<file path="config.mk">
export PLATFORM = sky130hd
export DESIGN_NAME = gelu_seq_ctrl
export DESIGN_NICKNAME = d
export VERILOG_FILES = /design/src/rtl/gelu_pkg.sv /design/src/rtl/gelu_seq_ctrl.sv
export SDC_FILE = /design/constraint.sdc
export NUM_CORES = 1
export LEC_CHECK = 0
export CAP_MARGIN = 10
export CORE_UTILIZATION = 35
export DETAILED_ROUTE_END_ITERATION = 8
export GPL_ROUTABILITY_DRIVEN = 0
export SLEW_MARGIN = 20
export SYNTH_ARGS = -nofsm -noshare
export SYNTH_HDL_FRONTEND = slang
export SYNTH_SLANG_ARGS = --single-unit
</file>
<file path="constraint.sdc">
create_clock -name clk -period 7.1 [get_ports clk]
set_input_delay 1.065 -clock clk [delete_from_list [all_inputs] [get_ports clk]]
set_output_delay 1.065 -clock clk [all_outputs]
set_load 0.05 [all_outputs]
</file>
<file path="src/rtl/gelu_pkg.sv">
// Shared definitions for the GELU sequencer: state encoding, FP16 constants
// and the default datapath latency.
package gelu_pkg;

  typedef enum logic [2:0] {
    ST_IDLE  = 3'd0,
    ST_READ  = 3'd1,
    ST_LOAD  = 3'd2,
    ST_WAIT  = 3'd3,
    ST_WRITE = 3'd4,
    ST_FIN   = 3'd5
  } gelu_seq_state_t;

  localparam logic [15:0] FP16_ONE     = 16'h3C00;
  localparam logic [15:0] FP16_HALF    = 16'h3800;
  localparam int          GELU_LAT_DEF = 5;

endpackage

</file>
<file path="src/rtl/gelu_seq_ctrl.sv">
// One-element-at-a-time sequencer: scratchpad read -> GELU datapath -> scratchpad write.
// Optional cycle counter output perf_cycles when GELU_SEQ_PERF_EN is defined.
module gelu_seq_ctrl
  import gelu_pkg::*;
#(
  parameter int GELU_LAT = GELU_LAT_DEF,
  parameter int AW       = 12,
  parameter int LW       = 12
) (
  input  logic          clk,
  input  logic          rst,
  input  logic          start,
  input  logic          abort,
  input  logic [AW-1:0] src_base,
  input  logic [AW-1:0] dst_base,
  input  logic [LW-1:0] len,
  output logic          rd_en,
  output logic [AW-1:0] rd_addr,
  input  logic [15:0]   rd_data,
  output logic          gelu_valid,
  output logic [15:0]   gelu_in,
  input  logic [15:0]   gelu_result,
  output logic          wr_en,
  output logic [AW-1:0] wr_addr,
  output logic [15:0]   wr_data,
  input  logic          wr_ready,
  output logic          busy,
  output logic          done,
  output logic [LW-1:0] elem_cnt
`ifdef GELU_SEQ_PERF_EN
  ,
  output logic [31:0]   perf_cycles
`endif
);

  localparam int WCW = (GELU_LAT > 1) ? $clog2(GELU_LAT) : 1;

  gelu_seq_state_t state_q, state_d;
  logic [AW-1:0]   src_q, src_d;
  logic [AW-1:0]   dst_q, dst_d;
  logic [LW-1:0]   len_q, len_d;
  logic [LW-1:0]   idx_q, idx_d;
  logic [LW-1:0]   elem_cnt_q, elem_cnt_d;
  logic [WCW-1:0]  wcnt_q, wcnt_d;
  logic            rd_en_q, rd_en_d;
  logic [AW-1:0]   rd_addr_q, rd_addr_d;
  logic            gelu_valid_q, gelu_valid_d;
  logic [15:0]     gelu_in_q, gelu_in_d;
  logic            wr_en_q, wr_en_d;
  logic [AW-1:0]   wr_addr_q, wr_addr_d;
  logic [15:0]     wr_data_q, wr_data_d;
  logic            busy_q, busy_d;
  logic            done_q, done_d;
  logic            start_acc;

  // abort has priority over start even in IDLE
  assign start_acc = (state_q == ST_IDLE) && start && !abort;

  always_comb begin
    state_d      = state_q;
    src_d        = src_q;
    dst_d        = dst_q;
    len_d        = len_q;
    idx_d        = idx_q;
    elem_cnt_d   = elem_cnt_q;
    wcnt_d       = wcnt_q;
    rd_en_d      = 1'b0;
    rd_addr_d    = rd_addr_q;
    gelu_valid_d = 1'b0;
    gelu_in_d    = gelu_in_q;
    wr_en_d      = 1'b0;
    wr_addr_d    = wr_addr_q;
    wr_data_d    = wr_data_q;
    done_d       = 1'b0;

    case (state_q)
      ST_IDLE: begin
        if (start_acc) begin
          src_d      = src_base;
          dst_d      = dst_base;
          len_d      = len;
          idx_d      = '0;
          elem_cnt_d = '0;
          if (len == '0) begin
            state_d = ST_FIN;
          end else begin
            state_d   = ST_READ;
            rd_en_d   = 1'b1;
            rd_addr_d = src_base;
          end
        end
      end
      ST_READ: state_d = ST_LOAD;
      ST_LOAD: begin
        gelu_in_d    = rd_data;
        gelu_valid_d = 1'b1;
        wcnt_d       = WCW'(GELU_LAT - 1);
        state_d      = ST_WAIT;
      end
      ST_WAIT: begin
        if (wcnt_q == '0) begin
          wr_data_d = gelu_result;
          wr_addr_d = dst_q + AW'(idx_q);
          wr_en_d   = 1'b1;
          state_d   = ST_WRITE;
        end else begin
          wcnt_d = wcnt_q - WCW'(1);
        end
      end
      ST_WRITE: begin
        if (wr_ready) begin
          idx_d      = idx_q + LW'(1);
          elem_cnt_d = elem_cnt_q + LW'(1);
          if (idx_d == len_q) begin
            state_d = ST_FIN;
            done_d  = 1'b1;
          end else begin
            state_d   = ST_READ;
            rd_en_d   = 1'b1;
            rd_addr_d = src_q + AW'(idx_d);
          end
        end else begin
          wr_en_d = 1'b1;
        end
      end
      ST_FIN: begin
        // a zero-length job enters FIN without done set, so it spends one extra cycle here
        if (done_q) state_d = ST_IDLE;
        else        done_d  = 1'b1;
      end
      default: state_d = ST_IDLE;
    endcase

    if (abort && (state_q != ST_IDLE) && (state_q != ST_FIN)) begin
      state_d      = ST_FIN;
      done_d       = 1'b1;
      rd_en_d      = 1'b0;
      gelu_valid_d = 1'b0;
      wr_en_d      = 1'b0;
    end

    busy_d = (state_d != ST_IDLE);
  end

  always_ff @(posedge clk or posedge rst) begin
    if (rst) begin
      state_q      <= ST_IDLE;
      src_q        <= '0;
      dst_q        <= '0;
      len_q        <= '0;
      idx_q        <= '0;
      elem_cnt_q   <= '0;
      wcnt_q       <= '0;
      rd_en_q      <= 1'b0;
      rd_addr_q    <= '0;
      gelu_valid_q <= 1'b0;
      gelu_in_q    <= '0;
      wr_en_q      <= 1'b0;
      wr_addr_q    <= '0;
      wr_data_q    <= '0;
      busy_q       <= 1'b0;
      done_q       <= 1'b0;
    end else begin
      state_q      <= state_d;
      src_q        <= src_d;
      dst_q        <= dst_d;
      len_q        <= len_d;
      idx_q        <= idx_d;
      elem_cnt_q   <= elem_cnt_d;
      wcnt_q       <= wcnt_d;
      rd_en_q      <= rd_en_d;
      rd_addr_q    <= rd_addr_d;
      gelu_valid_q <= gelu_valid_d;
      gelu_in_q    <= gelu_in_d;
      wr_en_q      <= wr_en_d;
      wr_addr_q    <= wr_addr_d;
      wr_data_q    <= wr_data_d;
      busy_q       <= busy_d;
      done_q       <= done_d;
    end
  end

  assign rd_en      = rd_en_q;
  assign rd_addr    = rd_addr_q;
  assign gelu_valid = gelu_valid_q;
  assign gelu_in    = gelu_in_q;
  assign wr_en      = wr_en_q;
  assign wr_addr    = wr_addr_q;
  assign wr_data    = wr_data_q;
  assign busy       = busy_q;
  assign done       = done_q;
  assign elem_cnt   = elem_cnt_q;

`ifdef GELU_SEQ_PERF_EN
  logic [31:0] perf_q, perf_d;

  always_comb begin
    perf_d = perf_q;
    if (start_acc)                      perf_d = '0;
    else if (busy_q && (perf_q != '1))  perf_d = perf_q + 32'd1;
  end

  always_ff @(posedge clk or posedge rst) begin
    if (rst) perf_q <= '0;
    else     perf_q <= perf_d;
  end

  assign perf_cycles = perf_q;
`endif

endmodule

</file>
Yosys cells after proc, flatten, opt, wreduce, memory -nomap -nowiden
Index checks and enable logic that the tools add are counted.

word-level totals
  flip-flop bits (word level) = 127
  bits of input ports = 73
  output and inout port bits = 73
  word-level logic and storage cells = 87

operators by class
  equality and inequality tests = 12
  multiplexer cells = 37
  add/subtract/negate cells = 5
  reductions and logical operators = 17

operators with widths
  operator                 number
  $mux W12                 7
  $pmux W12 S2             3
  $add A12 B1 Y12 const B  2
  $add A12 B12 Y12         2
  $mux W3                  8
  $pmux W3 S6              1
  $mux W1                  14
  $eq A12 B12 Y1           1
  $logic_not A12 Y1        1
  $ne A2 B2 Y1 const B     5
  $eq A3 B2 Y1 const B     2
  $eq A3 B3 Y1 const B     2
  $logic_not A3 Y1         2
  $pmux W1 S2              3
  $pmux W3 S2              1
  $reduce_and A2 Y1        3
  $reduce_bool A3 Y1       2
  $reduce_and A5 Y1        1
  $logic_and A1 B1 Y1      4
  $reduce_bool A2 Y1       2
  $eq A3 B1 Y1 const B     1
  $ne A3 B3 Y1 const B     1
  $reduce_and A3 Y1        1
  $sub A3 B1 Y3 const B    1
  $logic_not A1 Y1         1

Longest topological paths before layout
  depth in word-level cells = 7
  gate-level depth with buffers = 12
  depth with buffers taken out = 12

Worst setup path after synthesis
No wires, ideal clock.

  path type = flip-flop to flip-flop
  start point = register idx_q[0]
  end point = register rd_addr_q[0] (netlist: rd_addr[0])
  data arrival time = 2844 ps
  setup time = 125 ps
  period minus slack after synthesis = 2969 ps
  buffers on the path = 1
  stages on the path, launching flop included = 10
  path slack = 4131 ps
  cell sequence = dfrtp_1 ha_1 xor2_1 xnor2_1 o2111ai_1 or4_1 a2111o_1 a22o_4 buf_12 mux2_4

on the way
  word-level cells in the longest chain between the ends = 5

RTL lines
  what                    line                  source
  from (decl)             gelu_seq_ctrl.sv:42   logic [LW-1:0] idx_q, idx_d;
  from (signal assigned)  gelu_seq_ctrl.sv:168  idx_q <= idx_d;
  $add A12 B1 Y12 (*)     gelu_seq_ctrl.sv:112  idx_d = idx_q + LW'(1);
  $add A12 B12 Y12        gelu_seq_ctrl.sv:120  rd_addr_d = src_q + AW'(idx_d);
  $mux W12                gelu_seq_ctrl.sv:114  if (idx_d == len_q) begin
  $mux W12                gelu_seq_ctrl.sv:111  if (wr_ready) begin
  $pmux W12 S2            gelu_seq_ctrl.sv:76   case (state_q)
  to (signal assigned)    gelu_seq_ctrl.sv:172  rd_addr_q <= rd_addr_d;
  to (decl)               gelu_seq_ctrl.sv:46   logic [AW-1:0] rd_addr_q, rd_addr_d;

Every way passes the cells marked *; elsewhere a longest branch is shown, timed or not. The select of a mux whose other input is x is not followed.
A chain may end at the register's enable or synchronous reset.

Worst setup path in the final report
  start point = register idx_q[0]
  end point = register rd_addr_q[10] (netlist: rd_addr[10])

Same word-level chain as after synthesis.

==> impl_metrics.py <==
metrics = {
    "status": {
        "status": "finished, violations left",
        "violations": "DRC",
    },
    "sta": {
        "post-route-period-util_pct": 48.30,
        "fmax_mhz": 291.6,
        "holdWs_ps": 471.2,
        "hold_violations": 0,
        "maxSlewViolCount": 0,
        "worst_pin_slew_ps": 866.9,
        "finalSetupTns_ps": 0,
        "setup_violations": 0,
        "fin_crit_ps": 3429,
        "fin_skew_ps": 7.557,
        "slew_headroom_pct": 42.20,
        "rsz0062_at_grt": "false",
    },
    "drt": {
        "wl_per_cell_um": 14.30,
        "drc": 15,
        "drtIter0Drc": 260,
        "drtPass1Iterations": 9,
        "via_per_inst": 4.812,
        "routed_wl_mm": 15.94,
        "num_vias": 5365,
        "ant_nets": 0,
    },
    "global_route": {
        "grt_pass1_vias": 5265,
        "grt_max_degree": 68,
        "antenna_found_initial": 0,
        "grt-ovfl-total": 0,
        "grt_usage_pct": 17.18,
        "grt_pass1_wl_mm": 26.37,
    },
    "clock_tree": {
        "clk_pin_slew_ps": 60,
        "htreeDepth": 4,
        "tritoncts": "yes",
        "cts_setup_buffers": 0,
        "cts.path.max_buffers": 2,
        "cts.hold.buffers_added": 0,
        "cts_resized": 0,
        "root_buffer": "clkbuf_16",
        "cts.sinks": 127,
        "insertion_delay_ps": 410,
        "cts_buffers": 17,
    },
    "critical_path": {
        "path_cells": "ha_1 > nand3_2 > xor2_1 > inv_1 > ha_1 > o21a_1 > a2111oi_0 > o31ai_1 > xnor2_1 > o21ai_0 > mux2_2",
        "worst-path-stages": 11,
        "start_kind": "flop",
        "cp_slowest_cell": "a2111oi_0",
        "path_max_fanout": 9,
        "crit_arrival_ps": 3720,
        "cp_top_family": "compound AO/OA/AOI/OAI gates",
        "worst-path-buf-inv": 1,
        "end_kind": "flop",
        "critPathRequiredTime_ps": 7400,
        "worstSetupPathType": "reg -> reg",
        "cpPeakStageDelay_ps": 660,
        "critPathMostFrequentCell": "ha_1",
        "rr_worst_depth": 11,
    },
    "logic_synthesis": {
        "synth_top_area_cell": "dfrtp_1",
        "syn_area_per_cell_um2": 9.026,
        "yosysMostFrequentCell": "nand2_1",
        "synth_edf_count": 0,
        "yosys_most_used_dff": "dfrtp_1",
        "synth_common_cells": "nand2_1, dfrtp_1, o21ai_0",
        "yosys.cell_types.count": 54,
        "syn_inst": 730,
        "syn_nets": 831,
        "synthArstFlopShare_pct": 100.0,
        "syn_area_um2": 6589,
        "synth.area.top_cells": "dfrtp_1, nand2_1, ha_1",
        "ys_warn_count": 0,
        "yosysSeqAreaShare_pct": 48.23,
        "synth.top_cell.area_share_pct": 48.23,
        "ys_seq_elements": 127,
    },
    "finish": {
        "antennaDiodeCount": 0,
        "area_growth_pct": 34.75,
        "nNetsFinal": 974,
        "drive_gt1_share_pct": 7.449,
    },
    "hold_path": {
        "holdPathStages": 2,
        "min_path_type": "reg -> reg",
    },
    "die": {
        "core_area_um2": 18210,
        "start_util_pct": 36.18,
        "die_h_um": 139.2,
        "design.die.area_um2": 19380,
        "io_pins": 146,
        "num_rows": 49,
        "die-width_um": 139.2,
    },
    "pwr": {
        "irDropWorstVdd_mv": 0.2295,
        "leakage_uw": 0.004146,
        "pwr_density_cell_nw_per_um2": 444.6,
    },
    "placement": {
        "dp_hpwl_mm": 11.24,
        "port_buffers": 145,
    },
    "flow_run": {
        "max_cap_violations": 0,
    },
}
## state kept, by name, summed over array words and instances, names as in the netlist
name / flops
gelu_in: 16
wr_data: 16
dst_q: 12
elem_cnt: 12
idx_q: 12
len_q: 12
rd_addr: 12
src_q: 12
wr_addr: 12
state_q: 3
wcnt_q: 3
busy: 1
done: 1
gelu_valid: 1
rd_en: 1
wr_en: 1
## cells in the final DEF (no fill, tap or decap), drive strengths merged, types with 3 or more instances in the layout
cell	n
a211oi	4
clkdlybuf4s50	145
nor2b	4
mux2	15
o31ai	5
a21oi	16
xor2	21
inv	16
clkinvlp	4
nand3	17
dfrtp	127
clkbuf	22
a22o	5
ha	26
o21a	3
o21ai	51
or3	12
xnor2	17
buf	6
a21o	3
o211ai	3
nor3	15
nand2	257
and3	5
bufinv	3
nand4	7
nor4	5
nand2b	4
clkinv	3
nor2	33
nor3b	3
xnor3	4
## report_power, final
group	internal (uW)	switching (uW)	total (uW)
sequential	1010	206	1220
combinational	702	1140	1840
clock	578	310	888
total	2290	1660	3950
## metrics by stage
step                total power (uW)  area (um2)  instances  util [%]  setup WS (ps)
CTS                             3988        8876       1115     48.75           3569
floorplan                       2505        6589        730         -           2651
global placement                3062        8267       1083     45.40           3182
detailed placement              3078        8267       1083     45.40           3114
finish                          3948        8879       1115     48.76           3671
global route                    4190        8879       1115     48.76           3428
## worst reg2reg max path, delay by kind of cell, from the launching register on
family | cells | cell delay, ps
AO/OA/AOI/OAI | 4 | 1140
multiplexers | 1 | 290
flip-flops | 1 | 550
AND/OR/NAND/NOR | 1 | 160
buffers and inverters | 1 | 90
XOR/XNOR | 2 | 470
adder cells (fa/ha/maj) | 2 | 610
## per-layer routing
metal  wire, um  vias to the layer above  track usage (%)
li1           -                     2737                -
met1       7751                     2485            22.74
met2       7055                      129            27.11
met3        871                       14            5.110
met4        264                        0            5.088
met5          0                        -                0
## path summary, 6_finish.rpt
kind	slack [ps]	startpoint	end
hold / removal	470	gelu_in[7]$_DFFE_PP0P_	gelu_in[7]$_DFFE_PP0P_
max in group asynchronous	4600	rst	gelu_in[12]$_DFFE_PP0P_
setup reg to reg	3670	idx_q[0]$_DFFE_PP0P_	rd_addr[10]$_DFFE_PP0P_
min in group asynchronous	1160	rst	dst_q[0]$_DFFE_PP0P_
hold reg to reg	470	gelu_in[7]$_DFFE_PP0P_	gelu_in[7]$_DFFE_PP0P_
setup / recovery	3670	idx_q[0]$_DFFE_PP0P_	rd_addr[10]$_DFFE_PP0P_
## final cells by class
type | instances | area [um2]
Fill cell | 1729 | 9330
Inverter | 16 | 62.56
Multi-Input combinational cell | 560 | 3246
Tap cell | 229 | 286.5
Timing Repair Buffer | 151 | 1496
Sequential cell | 127 | 3178
Clock inverter | 10 | 135.1
Clock buffer | 22 | 474.2
## cells by family after synthesis
logic type / count (synthesis) / synth area share (%)
multiplexers: 17 / 3.380
AND/OR/NAND/NOR: 371 / 24.19
buffers and inverters: 43 / 2.697
XOR/XNOR: 42 / 6.419
adder cells (fa/ha/maj): 28 / 5.545
flip-flops: 127 / 48.23
AO/OA/AOI/OAI: 102 / 9.533
Power figures use the tool's default switching activity.
